### src/rtl/dcf77_pkg.sv
// Shared constants and types for the DCF77 bit decoder.
// Durations are counted in Goertzel power frames (2500 frames per second).
package dcf77_pkg;

    localparam int unsigned FRAMES_PER_SEC = 2500;

    // Default timing, in frames
    localparam int unsigned DEFAULT_DEBOUNCE   = 5;
    localparam int unsigned DEFAULT_BIT_MIN    = 175;   // 70 ms
    localparam int unsigned DEFAULT_BIT_SPLIT  = 375;   // 150 ms
    localparam int unsigned DEFAULT_BIT_MAX    = 625;   // 250 ms
    localparam int unsigned DEFAULT_MARK_MIN   = 3750;  // 1.5 s
    localparam int unsigned DEFAULT_LOS_FRAMES = 2500;  // 1 s
    localparam int unsigned DEFAULT_CNT_W      = 14;

    // Default slicer thresholds for the signed power word
    localparam logic [63:0] DEFAULT_THR_LOW  = 64'd1_000_000;
    localparam logic [63:0] DEFAULT_THR_HIGH = 64'd10_000_000;

    // One DCF77 minute carries seconds 0..58; second 59 has no reduction
    localparam int unsigned FRAME_BITS = 59;
    localparam logic [5:0]  LAST_INDEX = 6'd59;

    // Field positions inside the assembled frame (bit n = second n)
    localparam int unsigned MINUTE_LSB     = 21;
    localparam int unsigned MINUTE_MSB     = 27;
    localparam int unsigned PARITY_MINUTE  = 28;
    localparam int unsigned HOUR_LSB       = 29;
    localparam int unsigned HOUR_MSB       = 34;
    localparam int unsigned PARITY_HOUR    = 35;
    localparam int unsigned DAY_LSB        = 36;
    localparam int unsigned DAY_MSB        = 41;
    localparam int unsigned WEEKDAY_LSB    = 42;
    localparam int unsigned WEEKDAY_MSB    = 44;
    localparam int unsigned MONTH_LSB      = 45;
    localparam int unsigned MONTH_MSB      = 49;
    localparam int unsigned YEAR_LSB       = 50;
    localparam int unsigned YEAR_MSB       = 57;
    localparam int unsigned PARITY_DATE    = 58;

    // Decoder state
    typedef enum logic [1:0] {
        SYNC,
        ON,
        OFF,
        LOS
    } dcf_state_e;

endpackage

### src/rtl/carrier_slicer.sv
// Hysteresis comparator plus debounce: turns the per-frame power word into a
// clean carrier on/off level. toggle is high in the power_valid cycle whose
// frame flips the level, so carrier_on changes on the following edge.
module carrier_slicer
    import dcf77_pkg::*;
#(
    parameter int unsigned DEBOUNCE = DEFAULT_DEBOUNCE
) (
    input  logic        clock,
    input  logic        reset_n,
    input  logic        power_valid,
    input  logic [63:0] power,
    input  logic [63:0] thr_low,
    input  logic [63:0] thr_high,
    output logic        carrier_on,
    output logic        toggle
);

    // Counter runs 0..DEBOUNCE-1; the DEBOUNCE-th disagreeing frame toggles
    localparam int unsigned DbW = (DEBOUNCE > 1) ? $clog2(DEBOUNCE) : 1;
    localparam logic [DbW-1:0] DebLast = DbW'(DEBOUNCE - 1);

    logic           raw_q, raw_d;
    logic           carrier_q, carrier_d;
    logic [DbW-1:0] deb_q, deb_d;

    // Next raw level (low threshold wins) and debounce count
    always_comb begin
        raw_d     = raw_q;
        carrier_d = carrier_q;
        deb_d     = deb_q;
        toggle    = 1'b0;
        if (power_valid) begin
            if ($signed(power) < $signed(thr_low)) begin
                raw_d = 1'b0;
            end else if ($signed(power) > $signed(thr_high)) begin
                raw_d = 1'b1;
            end
            if (raw_d == carrier_q) begin
                deb_d = '0;
            end else if (deb_q == DebLast) begin
                toggle    = 1'b1;
                carrier_d = raw_d;
                deb_d     = '0;
            end else begin
                deb_d = deb_q + 1'b1;
            end
        end
    end

    // Slicer state registers
    always_ff @(posedge clock) begin
        if (!reset_n) begin
            raw_q     <= 1'b0;
            carrier_q <= 1'b0;
            deb_q     <= '0;
        end else begin
            raw_q     <= raw_d;
            carrier_q <= carrier_d;
            deb_q     <= deb_d;
        end
    end

    assign carrier_on = carrier_q;

endmodule

### src/rtl/dcf77_bit_decoder.sv
// DCF77 bit decoder: slices Goertzel power frames into carrier on/off,
// measures reductions, classifies them into bits, detects the minute marker
// and assembles the 59-bit time frame. All outputs are registered and update
// on the edge after the power_valid cycle that caused them.
module dcf77_bit_decoder
    import dcf77_pkg::*;
#(
    parameter int unsigned DEBOUNCE   = DEFAULT_DEBOUNCE,
    parameter int unsigned BIT_MIN    = DEFAULT_BIT_MIN,
    parameter int unsigned BIT_SPLIT  = DEFAULT_BIT_SPLIT,
    parameter int unsigned BIT_MAX    = DEFAULT_BIT_MAX,
    parameter int unsigned MARK_MIN   = DEFAULT_MARK_MIN,
    parameter int unsigned LOS_FRAMES = DEFAULT_LOS_FRAMES,
    parameter int unsigned CNT_W      = DEFAULT_CNT_W
) (
    input  logic                  clock,
    input  logic                  reset_n,
    input  logic                  power_valid,
    input  logic [63:0]           power,
    input  logic [63:0]           thr_low,
    input  logic [63:0]           thr_high,
    output logic                  carrier_on,
    output logic                  bit_valid,
    output logic                  bit_value,
    output logic                  bit_error,
    output logic                  los,
    output logic [5:0]            bit_index,
    output logic                  minute_valid,
    output logic [FRAME_BITS-1:0] frame
);

    localparam logic [CNT_W-1:0] BitMinC   = CNT_W'(BIT_MIN);
    localparam logic [CNT_W-1:0] BitSplitC = CNT_W'(BIT_SPLIT);
    localparam logic [CNT_W-1:0] BitMaxC   = CNT_W'(BIT_MAX);
    localparam logic [CNT_W-1:0] MarkMinC  = CNT_W'(MARK_MIN);
    localparam logic [CNT_W-1:0] LosC      = CNT_W'(LOS_FRAMES);

    logic                  toggle;

    dcf_state_e            state_q, state_d;
    logic [CNT_W-1:0]      on_cnt_q, on_cnt_d;
    logic [CNT_W-1:0]      off_cnt_q, off_cnt_d;
    logic [5:0]            index_q, index_d;
    logic [FRAME_BITS-1:0] frame_q, frame_d;
    logic                  los_q, los_d;
    logic                  bit_valid_q, bit_valid_d;
    logic                  bit_value_q, bit_value_d;
    logic                  bit_error_q, bit_error_d;
    logic                  minute_q, minute_d;
    logic                  accept;
    logic                  new_bit;

    carrier_slicer #(
        .DEBOUNCE (DEBOUNCE)
    ) u_slicer (
        .clock       (clock),
        .reset_n     (reset_n),
        .power_valid (power_valid),
        .power       (power),
        .thr_low     (thr_low),
        .thr_high    (thr_high),
        .carrier_on  (carrier_on),
        .toggle      (toggle)
    );

    // Per-frame state machine: duration counters, bit classification, marker
    always_comb begin
        state_d     = state_q;
        on_cnt_d    = on_cnt_q;
        off_cnt_d   = off_cnt_q;
        index_d     = index_q;
        frame_d     = frame_q;
        los_d       = los_q;
        bit_value_d = bit_value_q;
        bit_valid_d = 1'b0;
        bit_error_d = 1'b0;
        minute_d    = 1'b0;
        accept      = 1'b0;
        new_bit     = 1'b0;

        if (power_valid) begin
            // Counters restart on every level change and saturate otherwise
            if (toggle) begin
                on_cnt_d  = '0;
                off_cnt_d = '0;
            end else if (carrier_on) begin
                on_cnt_d = (on_cnt_q == '1) ? on_cnt_q : on_cnt_q + 1'b1;
            end else begin
                off_cnt_d = (off_cnt_q == '1) ? off_cnt_q : off_cnt_q + 1'b1;
            end

            case (state_q)
                SYNC: begin
                    if (toggle) begin
                        state_d = ON;
                    end
                end
                ON: begin
                    if (toggle) begin
                        state_d = OFF;
                        // A long carrier period is the missing second 59
                        if (on_cnt_q >= MarkMinC) begin
                            index_d = '0;
                            if (index_q == LAST_INDEX) begin
                                minute_d = 1'b1;
                            end
                        end
                    end
                end
                OFF: begin
                    if (toggle) begin
                        state_d = ON;
                        if (off_cnt_q < BitMinC) begin
                            bit_error_d = 1'b1;
                        end else if (off_cnt_q < BitSplitC) begin
                            accept  = 1'b1;
                            new_bit = 1'b0;
                        end else if (off_cnt_q <= BitMaxC) begin
                            accept  = 1'b1;
                            new_bit = 1'b1;
                        end else begin
                            bit_error_d = 1'b1;
                            index_d     = '0;
                        end
                    end else if (off_cnt_d == LosC) begin
                        state_d     = LOS;
                        los_d       = 1'b1;
                        bit_error_d = 1'b1;
                        index_d     = '0;
                    end
                end
                LOS: begin
                    if (toggle) begin
                        state_d = ON;
                        los_d   = 1'b0;
                    end
                end
                default: state_d = SYNC;
            endcase

            // A bit beyond second 58 means the marker was missed
            if (accept) begin
                if (index_q == LAST_INDEX) begin
                    bit_error_d = 1'b1;
                    index_d     = '0;
                end else begin
                    frame_d[index_q] = new_bit;
                    bit_valid_d      = 1'b1;
                    bit_value_d      = new_bit;
                    index_d          = index_q + 1'b1;
                end
            end
        end
    end

    // Decoder state and output registers
    always_ff @(posedge clock) begin
        if (!reset_n) begin
            state_q     <= SYNC;
            on_cnt_q    <= '0;
            off_cnt_q   <= '0;
            index_q     <= '0;
            frame_q     <= '0;
            los_q       <= 1'b0;
            bit_valid_q <= 1'b0;
            bit_value_q <= 1'b0;
            bit_error_q <= 1'b0;
            minute_q    <= 1'b0;
        end else begin
            state_q     <= state_d;
            on_cnt_q    <= on_cnt_d;
            off_cnt_q   <= off_cnt_d;
            index_q     <= index_d;
            frame_q     <= frame_d;
            los_q       <= los_d;
            bit_valid_q <= bit_valid_d;
            bit_value_q <= bit_value_d;
            bit_error_q <= bit_error_d;
            minute_q    <= minute_d;
        end
    end

    assign bit_valid    = bit_valid_q;
    assign bit_value    = bit_value_q;
    assign bit_error    = bit_error_q;
    assign los          = los_q;
    assign bit_index    = index_q;
    assign minute_valid = minute_q;
    assign frame        = frame_q;

endmodule
### config.mk
export PLATFORM = sky130hd
export DESIGN_NAME = dcf77_bit_decoder
export DESIGN_NICKNAME = d
export VERILOG_FILES = /design/src/rtl/dcf77_pkg.sv /design/src/rtl/carrier_slicer.sv /design/src/rtl/dcf77_bit_decoder.sv
export SDC_FILE = /design/constraint.sdc
export NUM_CORES = 1
export LEC_CHECK = 0
export ABC_AREA = 1
export BUFFER_PORTS_ARGS = -buffer_cell sky130_fd_sc_hd__buf_2
export CAP_MARGIN = 15
export CORE_UTILIZATION = 57
export CTS_CLUSTER_DIAMETER = 80
export DETAILED_ROUTE_END_ITERATION = 6
export GPL_TIMING_DRIVEN = 0
export PLACE_DENSITY = 0.87
export SLEW_MARGIN = 15
export SYNTH_ARGS = -nofsm -noshare
export SYNTH_HDL_FRONTEND = slang
export SYNTH_SLANG_ARGS = --single-unit
### constraint.sdc
create_clock -name clock -period 4.32 [get_ports clock]
set_input_delay 0.216 -clock clock [delete_from_list [all_inputs] [get_ports clock]]
set_output_delay 0.216 -clock clock [all_outputs]
set_load 0.1 [all_outputs]
-- Word level (Yosys, flattened, before mapping)
Cells that the tools add are included.
- $add $sub $neg: 4
- $mul: 0
- divide/modulo/power cells: 0
- order comparisons: 8
- equal/unequal tests: 22
- shift-type cells: 0
- mux-type cells: 58
- bitwise operators: 2
- reduce and logical (&&, ||, !) cells: 15
- operators by type and width (cell ; number):
    14-bit 2-to-1 mux ; 7
    64-bit greater-than comparator ; 1
    64-bit less-than comparator ; 1
    59-bit bitwise mux ; 1
    6-bit 2-to-1 mux ; 9
    1-bit 2-to-1 mux ; 31
    14-bit by 1-bit adder with 14-bit output, second input constant ; 2
    14-bit == test, second input constant ; 2
    4-bit != test, second input constant ; 4
    14-bit by 12-bit == test with 1-bit output, second input constant ; 1
    14-bit by 12-bit >= comparator with 1-bit output, second input constant ; 1
    14-bit by 10-bit <= comparator with 1-bit output, second input constant ; 1
    14-bit by 8-bit less-than comparator with 1-bit output, second input constant ; 1
    14-bit by 9-bit less-than comparator with 1-bit output, second input constant ; 1
    6-bit one-hot mux with 2 select lines ; 1
    3-bit AND reduction ; 4
    2-bit != test, second input constant ; 5
    5-bit AND reduction ; 2
    3-bit != test, second input constant ; 3
    2-bit 2-to-1 mux ; 4
    8-bit AND reduction ; 1
    6-bit by 7-bit less-than comparator with 1-bit output, second input constant ; 1
    6-bit by 1-bit adder with 6-bit output, second input constant ; 1
    1-bit demux with 6-bit select ; 1
    19 further kinds ; 23
- register bits after elaboration: 105
- bits in latches: 0
- bits in writable memories: 0
- bits in read-only memories: 0
- output and inout port bits: 71
- logic and storage cells: 122
- memories: 0

-- Depth between registers and ports, before layout
- word-level depth: 15
- gate-level depth with buffers: 30
- depth with buffers taken out: 30

-- Cells and area by module
A second synthesis with hierarchy kept.
- cells, all modules: 1376
- area, all modules: 8928.6 µm²
- modules (own cells, without submodules) (module ; times used ; cells an instance ; area each (µm²) ; sequential area each (µm²)):
    dcf77_bit_decoder ; 1 ; 763 ; 5152.4 ; 2001.9
    carrier_slicer ; 1 ; 613 ; 3776.1 ; 100.1

-- Least setup slack after synthesis
Ideal clock, no wire load.
- path kind: register to register
- start: reg u_slicer.carrier_q, in the netlist u_slicer.carrier_on
- end: reg index_q[5], in the netlist bit_index[5]
- setup time: 0.113 ns
- data arrival time: 2.682 ns
- slack: 1.525 ns
- stages on the path, launching flop included: 17
- path buffers: 0
- period minus slack after synthesis: 2.795 ns
- cells stage by stage: dfxtp_1 inv_1 nand2_1 nor2_2 nand2_1 nor2_1 nand2_1 nor2_1 xor2_1 inv_1 nand4_1 a21oi_1 nand2_1 nand3_2 nand3_4 nor2_1 nor2_1
- longest elaborated chain between the ends: 8
- elaborated cells on any way between the ends: 21
- those cells by class: 8 x eq/ne; 11 x mux; 2 x reduce/logical
- RTL lines (item ; RTL line ; text):
    start: declaration ; carrier_slicer.sv:24 ; logic carrier_q, carrier_d;
    start signal: assignment ; carrier_slicer.sv:59 ; carrier_q <= carrier_d;
    1-bit == test ; carrier_slicer.sv:39 ; if (raw_d == carrier_q) begin
    1-bit 2-to-1 mux ; carrier_slicer.sv:39 ;
    1-bit 2-to-1 mux ; carrier_slicer.sv:33 ; if (power_valid) begin
    14-bit 2-to-1 mux / 1-bit 2-to-1 mux (equally long branches) ; dcf77_bit_decoder.sv:83, dcf77_bit_decoder.sv:111 ;
    14-bit 2-to-1 mux / 1-bit 2-to-1 mux (equally long branches) ; dcf77_bit_decoder.sv:81, dcf77_bit_decoder.sv:92 ;
    14-bit by 12-bit == test with 1-bit output / 1-bit 2-to-1 mux (equally long branches) ; dcf77_bit_decoder.sv:125, dcf77_bit_decoder.sv:81 ;
    4-bit != test (no line), or another cell as far along ; - ;
    8-bit AND reduction (no line) ; - ;
    end signal: assignment ; dcf77_bit_decoder.sv:173 ; index_q <= index_d;
    end: declaration ; dcf77_bit_decoder.sv:43 ; logic [5:0] index_q, index_d;
Several ways; a longest one is shown, not always the timed one. The select of a mux whose other input is x is not followed.
A chain may end at the register's enable or synchronous reset.

-- Worst setup path in the final report
- start: reg off_cnt_q[0]
- end: reg index_q[5], in the netlist bit_index[5]
- longest elaborated chain between the ends: 9
- elaborated cells on any way between the ends: 25
- those cells by class: 1 x add/sub; 3 x order compare; 8 x eq/ne; 11 x mux; 2 x reduce/logical
- RTL lines (item ; RTL line ; text):
    start: declaration ; dcf77_bit_decoder.sv:42 ; logic [CNT_W-1:0] off_cnt_q, off_cnt_d;
    start signal: assignment ; dcf77_bit_decoder.sv:172 ; off_cnt_q <= off_cnt_d;
    branches (longest 9 deep; another with 14-bit by 1-bit adder with 14-bit output) ; - ;
Several ways; the timed one is not identified. The select of a mux whose other input is x is not followed.

==> impl_metrics.tcl <==
set metrics [dict create \
    synth_top_area_cell "dfxtp_1" \
    gp_congestion 0.909 \
    grt.total_usage_pct 30.5 \
    clk_pin_slew_ns 0.08 \
    cts_tree "done" \
    cts_buffers 9 \
    power-per-cell-area_nw_per_um2 226 \
    yosys-top-cells-area "dfxtp_1, ha_1, inv_1" \
    cp_max_fo 8 \
    syn_nets 1659 \
    area_delta_synth_final_pct 21.4 \
    nNetsFinal 1934 \
    wl_per_cell_um 13.6 \
    synth_ff_type "dfxtp_1" \
    r2r_end "bit_index[5]$_SDFFE_PN0P_" \
    clk_latency_ns 0.36 \
    io_buffers 264 \
    root_buffer "clkbuf_16" \
    ys_seq_area_share_pct 24.1 \
    cts_setup_buffers 0 \
    antenna_found_initial 0 \
    hold_buffers 0 \
    rsz0062_at_grt "no" \
    min_to "off_cnt_q[10]$_SDFFE_PN0P_" \
    diodes 0 \
    via_per_inst 5.35 \
    grt_pass1_wl_um 40000 \
    ios 266 \
    synth-edff-count 0 \
    cap_violations 0 \
    cts_resized 0 \
    slew_headroom_pct 23.7 \
    ant_nets 0 \
    async_reset_ff_share_pct 0 \
    finalSetupViolations 0 \
    drive_above_1_share_pct 19.4 \
    finClkSkew_ns 0.0114 \
    htreeDepth 3 \
    first_pass_iters 5 \
    overflow 0 \
    end_kind "flip-flop" \
    die-area_um2 15800 \
    rr_startpoint "off_cnt_q[0]$_SDFFE_PN0P_" \
    vias 9580 \
    synth_top_area_share_pct 24.1 \
    ir_drop_mv 0.327 \
    drc_errors 0 \
    ys_top_cells_by_count "inv_1, nand2_1, ha_1" \
    ys_seq_elements 105 \
    grt_max_degree 21 \
    hpwlAfterDp_um 19600 \
    synth_warnings 0 \
    holdPathStages 3 \
    drtIter0Drc 608 \
    report.final.slew_viol_count 0 \
    dp.cells 1774 \
    syn_inst 1326 \
    grt_pass1_vias 9338 \
    hp-class "in -> reg" \
    post-synth-top-count-cell "inv_1" \
    synth_area_per_cell_um2 6.59 \
    worstPathRequired_ns 4.57 \
    ys_types 40 \
    run_status "completed" \
    syn-cell-area_um2 8740 \
    tns_ns 0 \
    total_leakage_power_nw 5.62 \
    timing_worst_slew_pin_value_ns 1.14 \
    path_class "reg -> reg" \
    holdCritStartpoint "reset_n" \
    final.period_utilization_pct 72.9 \
    reg2reg_depth 19 \
    die_h_um 126 \
    fmax_ghz 0.318 \
    fin_cells 1790 \
    min_period_ns 3.15 \
    clock-sinks 105 \
    initial_core_util_pct 59.2 \
    arrival_ns 3.40 \
    cts.path.max_buffers 2 \
    final-hold-violation-count 0 \
    coreArea_um2 14800 \
    start_kind "flip-flop" \
    std_cell_rows 44 \
    wirelength_um 24300 \
    chipWidth_um 126 \
    regToRegSetupSlack_ns 1.17 \
]
## flip-flops by register name, summed over array words and instances (netlist names)
signal and flops:
frame 59, off_cnt_q 14, on_cnt_q 14, bit_index 6, u_slicer.deb_q 3, state_q 2, bit_error 1, bit_valid 1
bit_value 1, los 1, minute_valid 1, u_slicer.carrier_on 1, u_slicer.raw_q 1
## layout by cell type (no fill, tap or decap), types with 4 or more instances in the layout
master	instances
o21a_1	4
o21ai_1	33
inv_2	5
nand2_1	256
nor3_1	30
clkbuf_1	17
xor2_1	17
nand3_1	44
nor2_2	4
clkbuf_16	9
ha_1	138
nand4_1	31
nor2_4	8
o21ai_0	62
o22ai_1	10
inv_1	289
nand3b_1	7
buf_2	266
a21oi_1	133
dfxtp_1	105
nor2_1	99
## worst max path at each step
| stage | slack, ns | to | cells after the start | from |
|---|---|---|---|---|
| after floorplan | 1.52 | bit_index[5]$_SDFFE_PN0P_ | 16 | u_slicer.carrier_on$_SDFFE_PN0P_ |
| after global placement | 1.07 | frame[5]$_SDFFE_PN0P_ | 24 | power[53] |
| after detailed placement | 0.98 | frame[53]$_SDFFE_PN0P_ | 23 | power[53] |
| after CTS | 1.27 | bit_index[5]$_SDFFE_PN0P_ | 19 | off_cnt_q[0]$_SDFFE_PN0P_ |
| after global routing | 0.86 | bit_index[5]$_SDFFE_PN0P_ | 20 | off_cnt_q[0]$_SDFFE_PN0P_ |
| final | 1.17 | bit_index[5]$_SDFFE_PN0P_ | 19 | off_cnt_q[0]$_SDFFE_PN0P_ |
## final cells by class
| cell class | instances | area [um^2] |
|---|---|---|
| clock buffers | 9 | 225 |
| plain buffers | 21 | 92.6 |
| multi-input cells | 906 | 5440 |
| flip-flops and latches | 105 | 2100 |
| inverters | 294 | 1100 |
| repair buffers | 264 | 1320 |
| well taps | 184 | 230 |
| fillers | 1266 | 4150 |
| clock inverters | 7 | 93.8 |
## power breakdown
part | total, mW | switching [mW] | internal [mW]
Sequential | 0.987 | 0.0107 | 0.977
Clock | 0.875 | 0.409 | 0.466
Combinational | 0.540 | 0.320 | 0.220
Total | 2.40 | 0.740 | 1.66
## worst max-delay path, cell delays in order, from the launching register on
cell and delay, ns:
dfxtp_1 0.40, ha_1 0.23, nand4_1 0.16, nor2_1 0.13, nand2_1 0.10, nor2_2 0.15
nand3_1 0.09, nand2_1 0.26, nor2_1 0.12, nand3_1 0.11, xor2_1 0.24, nand2_1 0.07
nor2_1 0.09, nand4_1 0.09, a21oi_1 0.15, nand2_1 0.13, nand3_2 0.18, nand3_4 0.14
nor2_1 0.16, nor2_1 0.06
## layer usage
metal	wire, um	GRT usage [%]	up-vias
met5	0	0	-
li1	-	-	4823
met1	9470	33.0	4240
met4	852	13.9	0
met3	1880	5.86	92
met2	12100	57.2	425
## per-stage QoR
stage               setup slack [ns]  hold slack [ns]  util, %  power (mW)  instance area (um^2)
global placement                1.07            0.430     69.7        1.52                 10300
CTS                             1.27            0.329     71.9        2.40                 10600
floorplan                       1.52            0.435        -        1.35                  8740
finish                          1.17            0.344     71.9        2.40                 10600
global route                   0.862            0.354     71.9        2.52                 10600
detailed placement             0.981            0.434     69.7        1.54                 10300
## cells by family after synthesis
family	synth area share (%)
AO/OA/AOI/OAI	15.4
XOR/XNOR	1.70
adder cells (fa/ha/maj)	19.8
buffers and inverters	13.7
flip-flops	24.1
AND/OR/NAND/NOR	25.4
Note: power is estimated with default switching activity, not from simulation.
